$ cat src/rtl/mips_irq_pkg.sv
// mips_irq_pkg: shared constants for the interrupt request controller
package mips_irq_pkg;
  localparam int NUM_IRQ = 3;
  localparam int IRQ_L1 = 0;
  localparam int IRQ_L2 = 1;
  localparam int IRQ_L3 = 2;
  localparam int DEB_CYCLES_DEF = 16;
endpackage

$ cat src/rtl/irq_debounce.sv
// irq_debounce: key synchronizer, debouncer and rise-pulse detector for one level
module irq_debounce #(
  parameter int DEB_CYCLES = 16
) (
  input  logic clk,
  input  logic clr,
  input  logic key,
  output logic rise
);
  localparam int CW = $clog2(DEB_CYCLES + 1);
  logic s1, s2, v1, v2, deb, armed, flip;
  logic [CW-1:0] cnt;
  assign flip = (s2 != deb) && (cnt == CW'(DEB_CYCLES - 1));
  // armed only after a genuine low is seen, so a key held through reset needs a re-press
  always_ff @(posedge clk)
    if (clr) {s1, s2, v1, v2, deb, armed, cnt, rise} <= '0;
    else begin
      s1 <= key;
      s2 <= s1;
      v1 <= 1'b1;
      v2 <= v1;
      armed <= armed | (v2 & ~s2);
      cnt <= (s2 != deb && !flip) ? cnt + 1'b1 : '0;
      deb <= deb ^ flip;
      rise <= flip & s2 & armed;
    end
endmodule

$ cat src/rtl/int_request_ctrl.sv
// int_request_ctrl: debounced key interrupts with pending latch, priority masking and lost-request counters
module int_request_ctrl
  import mips_irq_pkg::*;
#(
  parameter int DEB_CYCLES = DEB_CYCLES_DEF,
  parameter int CNT_W = 8
) (
  input  logic                     clk,
  input  logic                     clr,
  input  logic [NUM_IRQ-1:0]       key_in,
  input  logic [NUM_IRQ-1:0]       running,
  output logic [NUM_IRQ-1:0]       irq,
  output logic [NUM_IRQ-1:0]       pending,
  output logic [NUM_IRQ*CNT_W-1:0] lost_cnt
);
  logic [NUM_IRQ-1:0] rise, run_q, run_rise;
  assign run_rise = running & ~run_q;
  for (genvar i = 0; i < NUM_IRQ; i++) begin : g_lvl
    logic [CNT_W-1:0] lost;
    irq_debounce #(.DEB_CYCLES(DEB_CYCLES)) u_deb (
      .clk (clk),
      .clr (clr),
      .key (key_in[i]),
      .rise(rise[i])
    );
    always_ff @(posedge clk)
      if (clr) lost <= '0;
      else if (rise[i] && pending[i] && !run_rise[i] && lost != '1) lost <= lost + 1'b1;
    assign lost_cnt[i*CNT_W +: CNT_W] = lost;
  end
  // a new request wins over a simultaneous acknowledge
  always_ff @(posedge clk)
    if (clr) begin
      pending <= '0;
      run_q <= '0;
    end else begin
      pending <= rise | (pending & ~run_rise);
      run_q <= running;
    end
  always_comb begin
    irq = '0;
    irq[IRQ_L3] = pending[IRQ_L3];
    irq[IRQ_L2] = pending[IRQ_L2] & ~running[IRQ_L3];
    irq[IRQ_L1] = pending[IRQ_L1] & ~running[IRQ_L2] & ~running[IRQ_L3];
  end
endmodule

$ cat config.mk
export PLATFORM = sky130hd
export DESIGN_NAME = int_request_ctrl
export DESIGN_NICKNAME = d
export VERILOG_FILES = /design/src/rtl/mips_irq_pkg.sv /design/src/rtl/irq_debounce.sv /design/src/rtl/int_request_ctrl.sv
export SDC_FILE = /design/constraint.sdc
export NUM_CORES = 1
export LEC_CHECK = 0
export ABC_AREA = 1
export CORE_MARGIN = 3
export CORE_UTILIZATION = 45
export DETAILED_ROUTE_END_ITERATION = 12
export HOLD_SLACK_MARGIN = 0.06
export PLACE_DENSITY = 0.71
export SETUP_SLACK_MARGIN = 0.15
export SYNTH_ARGS = -nofsm -noshare
export SYNTH_HDL_FRONTEND = slang
export SYNTH_SLANG_ARGS = --single-unit
$ cat constraint.sdc
create_clock -name clk -period 3.4 [get_ports clk]
set_input_delay 0.34 -clock clk [delete_from_list [all_inputs] [get_ports clk]]
set_output_delay 0.34 -clock clk [all_outputs]
set_load 0.05 [all_outputs]
==> results of run 1 <==
==> worst max path at each step <==
stage,end,slack [ps],cells after the start
2_1_floorplan,irq[0],1660,2
3_3_place_gp,irq[0],1260,3
3_5_place_dp,irq[1],1260,3
4_1_cts,irq[0],1250,3
5_1_grt,irq[1],1190,3
6_report,irq[0],1250,3
==> power groups by stage <==
stage	logic, mW	clock network [mW]	registers (mW)
after global routing	0.0464	0.692	0.741
after floorplan	0.0288	0	0.756
after CTS	0.0413	0.658	0.740
final	0.0408	0.638	0.741
after global placement	0.0400	0	0.756
after detailed placement	0.0412	0	0.757
==> per-layer routing <==
metal / vias up / routed length, microns / share of wire (%)
met1: 1036 / 2350 / 47
met5: - / 0 / 0
li1: 1256 / - / -
met2: 32 / 2370 / 47
met4: 0 / 57 / 1.1
met3: 6 / 230 / 4.6
==> synth_stat cells (all sizes together) <==
library cell / count
a21oi: 25
buf: 5
clkbuf: 2
dfxtp: 62
ha: 9
inv: 56
nand2: 88
nand3: 21
nand3b: 5
nand4: 4
nor2: 76
nor3: 6
nor3b: 2
nor4: 1
o21ai: 9
o22ai: 1
or2: 2
xor2: 4
==> metrics by stage <==
step                cell area [sq um]  util, %  instances  power, mW
floorplan                        2780        -        378      0.785
global placement                 3200     53.7        484      0.796
detailed placement               3200     53.7        484      0.798
CTS                              3400     57.0        500       1.44
global route                     3400     57.0        500       1.48
finish                           3400     57.0        500       1.42
==> flip-flops by register name, summed over array words and instances (netlist names), named ones only <==
register	count
g_lvl.u_deb.rise	3
g_lvl.u_deb.armed	3
g_lvl.u_deb.s1	3
g_lvl.u_deb.cnt	15
g_lvl.u_deb.s2	3
g_lvl.u_deb.v1	1
g_lvl.lost	24
run_q	3
g_lvl.u_deb.v2	1
pending	3
==> layout make-up <==
cell class,instances,area [sq um],area share [%]
clock buffer,12,155,4.57
clock inverter,4,45.0,1.33
inverter,56,210,6.19
multi-input combinational,253,1270,37.5
sequential,62,1240,36.6
tap,75,93.8,2.76
timing repair buffer,38,378,11.1
==> tightest hold or removal path, stage by stage, from the launching register on <==
cell,delay [ps]
dfxtp_1,300
inv_1,40
nor2_1,30
==> kinds of logic (layout without fill, tap and decap cells) <==
| kind of cell | after synthesis | in the layout | share of synthesized area, % |
|---|---|---|---|
| compound gates | 35 | 35 | 7.15 |
| xor+xnor | 4 | 4 | 1.26 |
| fa+ha+maj | 9 | 9 | 4.05 |
| buf+inv | 63 | 110 | 9.71 |
| flops | 62 | 62 | 44.6 |
| simple gates | 205 | 205 | 33.3 |
==> results by group, run 1 <==
Run status
  • Status: completed

Critical path
  • RR Startpoint: g_lvl[1].u_deb.cnt[0]
  • Crit path max-delay family: buffers and inverters
  • CP endpoint kind: primary output
  • Critical Path Source Type: input port
  • Crit path buf inv count: 2
  • R2r endpoint: g_lvl[1].u_deb.cnt[2]
  • Worst path cell trace: clkdlybuf4s50_1 > nor2_1 > clkdlybuf4s50_1
  • Worst path max stage delay: ~800 ps
  • Arr. time, crit path: 1810 ps
  • Worst EP required: about 3100 ps
  • Crit Path Category: in -> out
  • R2R depth: 8
  • Critical Path Start: running[2]
  • Flop-to-flop setup slack: 1880 ps
  • Critical-path top delay cell: clkdlybuf4s50_1
  • Crit-path max FO: 4
  • Crit path top cell by count: clkdlybuf4s50_1

STA
  • Tcrit/Tclk final: 63.1%
  • RSZ-0062 raised after global routing: no
  • Max-slew violation count: 0
  • Worst-margin pin slew: 529 ps
  • Worst hold slack: 402 ps
  • Max Fclk: 466 MHz
  • Final min period: between 2000 and 2500 ps
  • Max Clock Skew: about 7.7 ps
  • # setup viols final: 0
  • Final hold viol count: 0
  • Setup TNS: 0 ps
  • Final worst slack: 1250 ps
  • Slew HR: ~65%

Clock network
  • Bufs on Longest Clock Path: 2
  • Setup bufs post-CTS: 0
  • TritonCTS clock tree: done
  • Cts repair resizes: 0
  • Clk Latency, worst-skew pair: 320 ps
  • Root Driver: clkbuf_8
  • Clock sink count: 62
  • H-tree depth: 3
  • CTS buffer count: 9
  • Worst-path clk slew: 70 ps
  • Hold Buf Count CTS: 0

Power and ir drop
  • Clock power frac: 44.9%
  • Internal: 1.13 mW
  • Net Sw Power: 0.292 mW
  • Peak supply drop: 0.310 mV
  • P per Cell Area: 418 nW/um^2
  • Lkg Pwr: 1.42 nW
  • Combinational power share: 2.9%
  • Sequential share of power: 52.2%
  • Sw Ratio: 20.6%

Layout
  • Antenna Cells: 0
  • Syn-to-layout area delta: 22.0%
  • Fillers: between 500 and 600
  • Commonest non-fill, non-tap cells in the layout: nand2_1 (81), nor2_1 (71), dfxtp_1 (62)
  • Post-layout nets: 437
  • Share of cells above drive strength 1: under 10%
  • Most common cell after layout, fill and taps aside: nand2_1

Routing
  • DRT iter0 DRCs: 90
  • Routed vias: 2330
  • Total wire length: 5.01 mm
  • Residual DRC: 0
  • Pre-antenna DRT Iters: 4
  • Vias per cell: 4.66
  • Final ANT Viol Nets: 0
  • Routed length per instance: 10.0 microns

Synth
  • Net Count, Synth: a little under 400
  • Ranking of synthesized cells by area: dfxtp_1 (45%), nand2_1 (11%), nor2_1 (9.6%), inv_1 (7.3%), a21oi_1 (4.1%)
  • Post-synthesis sequential area ratio: 44.6%
  • Syn Std Cell Area: 2780 sq um
  • #FFs+latches synth: 62
  • Synth top area share: 44.6%
  • Synthesis Warnings: 0
  • Gate Count Post-Synth: 378
  • Syn avg cell area: 7.36 sq um
  • Synth unique cells: 31
  • Largest area contributor in the netlist: dfxtp_1

Global routing
  • Pin count of the biggest net entering global routing: 28
  • Initial antenna violation count: 0
  • Global routing usage on met3: ~3.8%
  • GR Layer Usage met1: 18.6%
  • Met2 GRT Util: 24.1%
  • Vias in the first global route: 2115
  • GR peak layer: met2
  • First-pass GRT wire length: 8.78 mm
  • Gr ovfl total: 0
  • Tot GR Track Use: 15.0%

Job
  • Max-cap violations: 0

Floorplanning
  • Die height: about 85 microns
  • Core Area: 5960 sq um
  • Full die area: approximately 7200 sq um
  • I/O pin cnt: 38
  • Die W: 84.7 microns
  • Initial Util: 46.7%
  • Core Rows: 28

Place
  • Placer Congestion: 0.753
  • Port bufs: 37
  • DP HPWL: 3.66 mm
  • Setup WS pre-CTS: approximately 1300 ps

Worst hold path
  • Hold Crit Endpoint: g_lvl[0].u_deb.s2
  • Hold-critical path depth: 2
  • Hold path start: g_lvl[0].u_deb.s1
  • Hold Path Class: reg -> reg
No activity file was read; power rests on OpenSTA's default activity.
==> run 2, diff against run 1 <==
--- a/config.mk
+++ b/config.mk
@@ -10,7 +10,7 @@
 export CORE_UTILIZATION = 45
 export DETAILED_ROUTE_END_ITERATION = 12
 export HOLD_SLACK_MARGIN = 0.06
-export PLACE_DENSITY = 0.71
+export PLACE_DENSITY = 0.73
 export SETUP_SLACK_MARGIN = 0.15
 export SYNTH_ARGS = -nofsm -noshare
 export SYNTH_HDL_FRONTEND = slang
==> constraint.sdc (replaced) <==
create_clock -name clk -period 1.75 [get_ports clk]
set_input_delay 0.175 -clock clk [delete_from_list [all_inputs] [get_ports clk]]
set_output_delay 0.175 -clock clk [all_outputs]
set_load 0.05 [all_outputs]
==> results by group, run 2 (synthesis results as in run 1) <==
STA
  • Worst hold slack: 356 ps (was 402 ps)
  • # setup viols final: 0 (unchanged)
  • Final hold viol count: 0 (unchanged)
  • Worst-margin pin slew: 500 ps (was 529 ps)
  • Final min period: 1530 ps
  • Slew HR: 66.8% (was 64.6%)
  • Max Clock Skew: 7.28 ps (was 7.74 ps)
  • RSZ-0062 raised after global routing: no (unchanged)
  • Max-slew violation count: 0 (unchanged)
  • Max Fclk: 653 MHz
  • Tcrit/Tclk final: 87.5%
  • Setup TNS: 0 ps (unchanged)

Layout
  • Largest registers: g_lvl.lost: 24 flops, g_lvl.u_deb.cnt: 15 flops (unchanged)
  • Post-layout nets: 442 (was 437)
  • Final core utilization: 57.8% (was 57.0%)
  • Most common cell after layout, fill and taps aside: nand2_1 (unchanged)
  • Share of cells above drive strength 1: 13.1% (was 9.18%)
  • Max reg flops: 24 (unchanged)
  • Syn-to-layout area delta: 23.6% (was 22.0%)
  • Antenna Cells: 0 (unchanged)
  • Non-Filler Instances: 502 (was 500)
  • Largest Register: g_lvl.lost (unchanged)
  • Commonest non-fill, non-tap cells in the layout: nand2_1 (81), nor2_1 (71), dfxtp_1 (58) (was nand2_1 (81), nor2_1 (71), dfxtp_1 (62))

Routing
  • Final ANT Viol Nets: 0 (unchanged)
  • Routed length per instance: 10.2 microns (was 10.0 microns)
  • DRT iter0 DRCs: 81 (was 90)
  • Residual DRC: 0 (unchanged)
  • Routed vias: 2369 (was 2330)
  • Vias per cell: 4.72 (was 4.66)
  • Total wire length: 5.10 mm (was 5.01 mm)
  • Pre-antenna DRT Iters: 4 (unchanged)

Clock network
  • Worst-path clk slew: 60 ps (was 70 ps)
  • Clk Latency, worst-skew pair: 330 ps (was 320 ps)
  • Hold Buf Count CTS: 0 (unchanged)
  • Clock sink count: 62 (unchanged)
  • H-tree depth: 3 (unchanged)
  • TritonCTS clock tree: done (unchanged)
  • CTS buffer count: 9 (unchanged)
  • Bufs on Longest Clock Path: 2 (unchanged)
  • Root Driver: clkbuf_8 (unchanged)

Critical path
  • Worst EP required: 2020 ps (was 3060 ps)
  • Crit path max-delay family: simple AND/OR/NAND/NOR gates (was buffers and inverters)
  • Critical-path top delay cell: dfxtp_2 (was clkdlybuf4s50_1)
  • R2r endpoint: g_lvl[0].u_deb.cnt[2] (was g_lvl[1].u_deb.cnt[2])
  • Flop-to-flop setup slack: 220 ps (was 1880 ps)
  • Critical Path Source Type: flop (was input port)
  • R2R depth: 8 (unchanged)
  • Worst path max stage delay: 330 ps (was 800 ps)
  • CP endpoint kind: flop (was primary output)
  • Crit path buf inv count: 0 (was 2)
  • Worst path cell trace: ha_2 > nand2_1 > nor2_1 > ha_1 > or2_1 > nor2_2 > o21ai_4 > nor3b_2 (was clkdlybuf4s50_1 > nor2_1 > clkdlybuf4s50_1)
  • RR Startpoint: g_lvl[0].u_deb.cnt[0] (was g_lvl[1].u_deb.cnt[0])
  • Crit Path Category: reg -> reg (was in -> out)
  • Arr. time, crit path: 1800 ps (was 1810 ps)
  • Crit-path max FO: 5 (was 4)

Floorplanning
  • I/O pin cnt: 38 (unchanged)
  • Die height: 84.7 microns (unchanged)
  • Initial Util: 46.7% (unchanged)
  • Core Rows: 28 (unchanged)
  • Die W: 84.7 microns (unchanged)
  • Core Area: 5960 sq um (unchanged)
  • Full die area: 7170 sq um (unchanged)

Power and ir drop
  • Sequential share of power: 51.9% (was 52.2%)
  • Combinational power share: 3.2% (was 2.9%)
  • Sw Ratio: 19.9% (was 20.6%)
  • Lkg Pwr: 1.57 nW (was 1.42 nW)
  • Power Total: 2.77 mW (was 1.42 mW)
  • Internal: 2.22 mW (was 1.13 mW)
  • P per Cell Area: 806 nW/um^2 (was 418 nW/um^2)
  • Clock power frac: 44.9% (about the same)
  • Peak supply drop: 0.563 mV (was 0.310 mV)
  • Net Sw Power: 0.552 mW (was 0.292 mW)

Worst hold path
  • Hold path start: key_in[0] (was g_lvl[0].u_deb.s1)
  • Hold Crit Endpoint: g_lvl[0].u_deb.s1 (was g_lvl[0].u_deb.s2)
  • Hold-critical path depth: 3 (was 2)
  • Hold Path Class: in -> reg (was reg -> reg)

Global routing
  • Gr ovfl total: 0 (unchanged)
  • Pin count of the biggest net entering global routing: 14 (was 28)
  • First-pass GRT wire length: 9.03 mm (was 8.78 mm)
  • Vias in the first global route: 2187 (was 2115)
  • Initial antenna violation count: 0 (unchanged)
  • Tot GR Track Use: 15.7% (was 15.0%)

Place
  • DP HPWL: 3.79 mm (was 3.66 mm)
  • Placer Congestion: 0.832 (was 0.753)
  • Placed cell count: 488 (was 484)
  • Port bufs: 37 (unchanged)

Job
  • Max-cap violations: 0 (unchanged)

Run status
  • Status: completed (unchanged)
## run 2: cell types whose count changed in the layout (fill, tap and decap cells not counted), moves of 2 or more
| cell | change |
|---|---|
| buf_12 | +2 |
| ha_2 | +2 |
| clkinv_2 | -3 |
| dfxtp_1 | -4 |
| buf_4 | +9 |
| o21ai_4 | +2 |
| clkdlybuf4s50_1 | -30 |
| dfxtp_2 | +4 |
| ha_1 | -2 |
| dlygate4sd2_1 | +24 |
## run 2: power groups by stage
stage	Sequential, mW	Combinational (mW)	Clock, mW
6_report	1.44	0.0889	1.24
3_3_place_gp	1.47	0.0846	0
2_1_floorplan	1.47	0.0560	0
4_1_cts	1.44	0.0871	1.29
3_5_place_dp	1.47	0.0872	0
5_1_grt	1.44	0.100	1.34
## run 2: worst min-delay path, delay by kind of cell
family / cells / cell delay [ps]
buffers and inverters: 2 / 440
and+or+nand+nor: 1 / 30
## run 2: metrics by stage
stage / setup slack, ps / instance area [sq um]
6_report: 219 / 3440
5_1_grt: 136 / 3440
4_1_cts: 239 / 3400
3_5_place_dp: 238 / 3240
3_3_place_gp: 299 / 3240
2_1_floorplan: 159 / 2790
## run 2: routing by layer
| layer | track usage, % | share of wire, % | vias up |
|---|---|---|---|
| li1 | - | - | 1267 |
| met1 | 18.3 | 47 | 1053 |
| met2 | 25.3 | 46 | 39 |
| met3 | 6.77 | 5.2 | 10 |
| met4 | 6.33 | 1.9 | 0 |
| met5 | 0 | 0 | - |
## run 2: timing repair
action	CTS	global route
setup buffers	0	1
setup endpoints to repair	24	8
endpoints found under the hold margin	0	0
pin swaps	0	4
gates resized for setup	24	8
cloned	0	0
## run 2: worst max path at each step
stage | startpoint | to | slack [ps] | cells after the start
floorplan | g_lvl[1].lost[0] | g_lvl[1].lost[2] | 160 | 7
global placement | running[2] | g_lvl[2].lost[7] | 300 | 7
detailed placement | g_lvl[0].u_deb.cnt[0] | g_lvl[0].u_deb.cnt[2] | 240 | 8
CTS | g_lvl[0].u_deb.cnt[0] | g_lvl[0].u_deb.cnt[2] | 240 | 8
global route | g_lvl[0].u_deb.cnt[0] | g_lvl[0].u_deb.cnt[2] | 140 | 8
finish | g_lvl[0].u_deb.cnt[0] | g_lvl[0].u_deb.cnt[2] | 220 | 8
## run 2: cell type report
class,instances,area (sq um)
inverters,56,210
repair buffers,43,395
well taps,75,93.8
flip-flops and latches,62,1250
fillers,579,2510
clock inverters,1,30.0
multi-input cells,253,1300
clock buffers,12,165
==> run 3, diff against run 2 <==
--- a/config.mk
+++ b/config.mk
@@ -10,7 +10,7 @@
 export CORE_UTILIZATION = 45
 export DETAILED_ROUTE_END_ITERATION = 12
 export HOLD_SLACK_MARGIN = 0.06
-export PLACE_DENSITY = 0.73
+export PLACE_DENSITY = 0.7
 export SETUP_SLACK_MARGIN = 0.15
 export SYNTH_ARGS = -nofsm -noshare
 export SYNTH_HDL_FRONTEND = slang
==> results by group, run 3 (synthesis results as in run 1) <==
Critical path
  • Arr. time, crit path: 1810 ps (was 1800 ps)
  • Worst path max stage delay: 340 ps (was 330 ps)
  • Worst path cell trace: ha_2 > nand2_1 > nor2_1 > ha_1 > or2_1 > nor2_2 > o21ai_4 > nor3b_2 (unchanged)
  • RR Startpoint: g_lvl[0].u_deb.cnt[0] (unchanged)
  • Critical Path Source Type: flop (unchanged)
  • Crit Path Category: reg -> reg (unchanged)
  • Crit-path max FO: 5 (unchanged)
  • R2R depth: 8 (unchanged)
  • R2r endpoint: g_lvl[0].u_deb.cnt[2] (unchanged)
  • Crit path buf inv count: 0 (unchanged)
  • Crit path max-delay family: simple AND/OR/NAND/NOR gates (unchanged)
  • CP endpoint kind: flop (unchanged)
  • Flop-to-flop setup slack: 210 ps (was 220 ps)
  • Worst EP required: 2020 ps (about the same)
  • Critical-path top delay cell: dfxtp_2 (unchanged)

STA
  • Final min period: 1540 ps (was 1530 ps)
  • Max Fclk: 650 MHz (was 653 MHz)
  • Worst hold slack: 346 ps (was 356 ps)
  • Max-slew violation count: 0 (unchanged)
  • Setup TNS: 0 ps (unchanged)
  • RSZ-0062 raised after global routing: no (unchanged)
  • Final hold viol count: 0 (unchanged)
  • Worst-margin pin slew: 498 ps (was 500 ps)
  • Slew HR: 66.9% (was 66.8%)
  • Final worst slack: 212 ps (was 219 ps)
  • # setup viols final: 0 (unchanged)
  • Tcrit/Tclk final: 87.9% (was 87.5%)
  • Max Clock Skew: 8.77 ps (was 7.28 ps)

Routing
  • Residual DRC: 0 (unchanged)
  • Routed vias: 2339 (was 2369)
  • Pre-antenna DRT Iters: 4 (unchanged)
  • Routed length per instance: 10.0 microns (was 10.2 microns)
  • DRT iter0 DRCs: 52 (was 81)
  • Final ANT Viol Nets: 0 (unchanged)
  • Total wire length: 5.05 mm (was 5.10 mm)
  • Vias per cell: 4.65 (was 4.72)

Floorplanning
  • Core Rows: 28 (unchanged)
  • I/O pin cnt: 38 (unchanged)
  • Core Area: 5960 sq um (unchanged)
  • Full die area: 7170 sq um (unchanged)
  • Initial Util: 46.7% (unchanged)
  • Die height: 84.7 microns (unchanged)
  • Die W: 84.7 microns (unchanged)

Global routing
  • Met2 GRT Util: 25.0% (was 25.3%)
  • Global routing usage on met3: 3.34% (was 6.77%)
  • Pin count of the biggest net entering global routing: 17 (was 14)
  • GR Layer Usage met1: 17.7% (was 18.3%)
  • Tot GR Track Use: 15.1% (was 15.7%)
  • Vias in the first global route: 2095 (was 2187)
  • First-pass GRT wire length: 8.78 mm (was 9.03 mm)
  • GR peak layer: met2 (unchanged)
  • Initial antenna violation count: 0 (unchanged)
  • Gr ovfl total: 0 (unchanged)

Clock network
  • Clk Latency, worst-skew pair: 340 ps (was 330 ps)
  • Clock sink count: 62 (unchanged)
  • CTS buffer count: 9 (unchanged)
  • Bufs on Longest Clock Path: 2 (unchanged)
  • Root Driver: clkbuf_8 (unchanged)
  • Worst-path clk slew: 70 ps (was 60 ps)
  • TritonCTS clock tree: done (unchanged)
  • Hold Buf Count CTS: 0 (unchanged)
  • H-tree depth: 3 (unchanged)

Power and ir drop
  • Peak supply drop: 0.471 mV (was 0.563 mV)
  • Power Total: 2.78 mW (was 2.77 mW)
  • P per Cell Area: 814 nW/um^2 (was 806 nW/um^2)
  • Lkg Pwr: 1.56 nW (was 1.57 nW)

Place
  • Setup WS pre-CTS: 216 ps (was 238 ps)
  • Placer Congestion: 0.828 (was 0.832)
  • DP HPWL: 3.70 mm (was 3.79 mm)
  • Port bufs: 37 (unchanged)

Layout
  • Max reg flops: 24 (unchanged)
  • Largest registers: g_lvl.lost: 24 flops, g_lvl.u_deb.cnt: 15 flops (unchanged)
  • Multi-input logic area: 1290 sq um (was 1300 sq um)
  • Largest Register: g_lvl.lost (unchanged)
  • Share of cells above drive strength 1: 12.4% (was 13.1%)
  • Syn-to-layout area delta: 22.9% (was 23.6%)
  • Most common cell after layout, fill and taps aside: nand2_1 (unchanged)
  • Antenna Cells: 0 (unchanged)
  • Post-layout nets: 440 (was 442)
  • Fillers: 584 (was 579)
  • Commonest non-fill, non-tap cells in the layout: nand2_1 (81), nor2_1 (71), dfxtp_1 (59) (was nand2_1 (81), nor2_1 (71), dfxtp_1 (58))
  • Register area: 1240 sq um (was 1250 sq um)

Worst hold path
  • Hold Crit Endpoint: g_lvl[0].u_deb.s1 (unchanged)
  • Hold-critical path depth: 3 (unchanged)
  • Hold path start: key_in[0] (unchanged)
  • Hold Path Class: in -> reg (unchanged)

Run status
  • Status: completed (unchanged)

Job
  • Max-cap violations: 0 (unchanged)
-- run 3: worst reg2reg max path, delay by kind of cell (launching register included) --
kind                       cells  cell delay [ps]
AOI/OAI and AO/OA              1              100
adders and majority gates      2              360
and+or+nand+nor                5              680
DFF                            1              340
-- run 3: how the worst max path moves through the flow --
stage	startpoint	endpoint	slack, ps	cells past startpoint
after floorplan	g_lvl[1].lost[0]	g_lvl[1].lost[2]	160	7
final	g_lvl[0].u_deb.cnt[0]	g_lvl[0].u_deb.cnt[2]	210	8
after global placement	running[2]	g_lvl[2].lost[7]	240	7
after detailed placement	running[2]	g_lvl[2].lost[7]	220	7
after CTS	g_lvl[0].lost[4]	lost_cnt[4]	240	1
after global routing	g_lvl[0].u_deb.cnt[0]	g_lvl[0].u_deb.cnt[2]	100	8
-- run 3: area by class of cell --
cell class	count	area share (%)
clock buffer	13	4.65
clock inverter	3	1.24
inverter	56	6.14
multi-input combinational	253	37.7
sequential	62	36.4
tap	75	2.74
timing repair buffer	41	11.1
-- run 3: stage by stage --
step	instances	area [sq um]	utilization, %
detailed placement	486	3220	54.1
global route	503	3420	57.4
floorplan	378	2790	-
global placement	486	3220	54.1
finish	503	3420	57.4
CTS	502	3390	57.0
-- run 3: metal layers --
metal	part of all wire, %	vias up	wire [microns]
li1	-	1258	-
met4	2.2	0	111
met2	47	39	2390
met5	0	-	0
met3	3.8	9	194
met1	47	1033	2350
-- run 3: report_power, final --
part	internal (mW)	leakage, nW	switching [mW]
sequential	1.43	0.504	0.00805
clock	0.734	0.0996	0.528
combinational	0.0346	0.958	0.0490
-- run 3: timing repair --
item	in CTS	in global routing
gates resized for setup	24	5
gates cloned	0	0
setup endpoints to repair	24	7
pin swaps	0	3
setup buffers	0	1
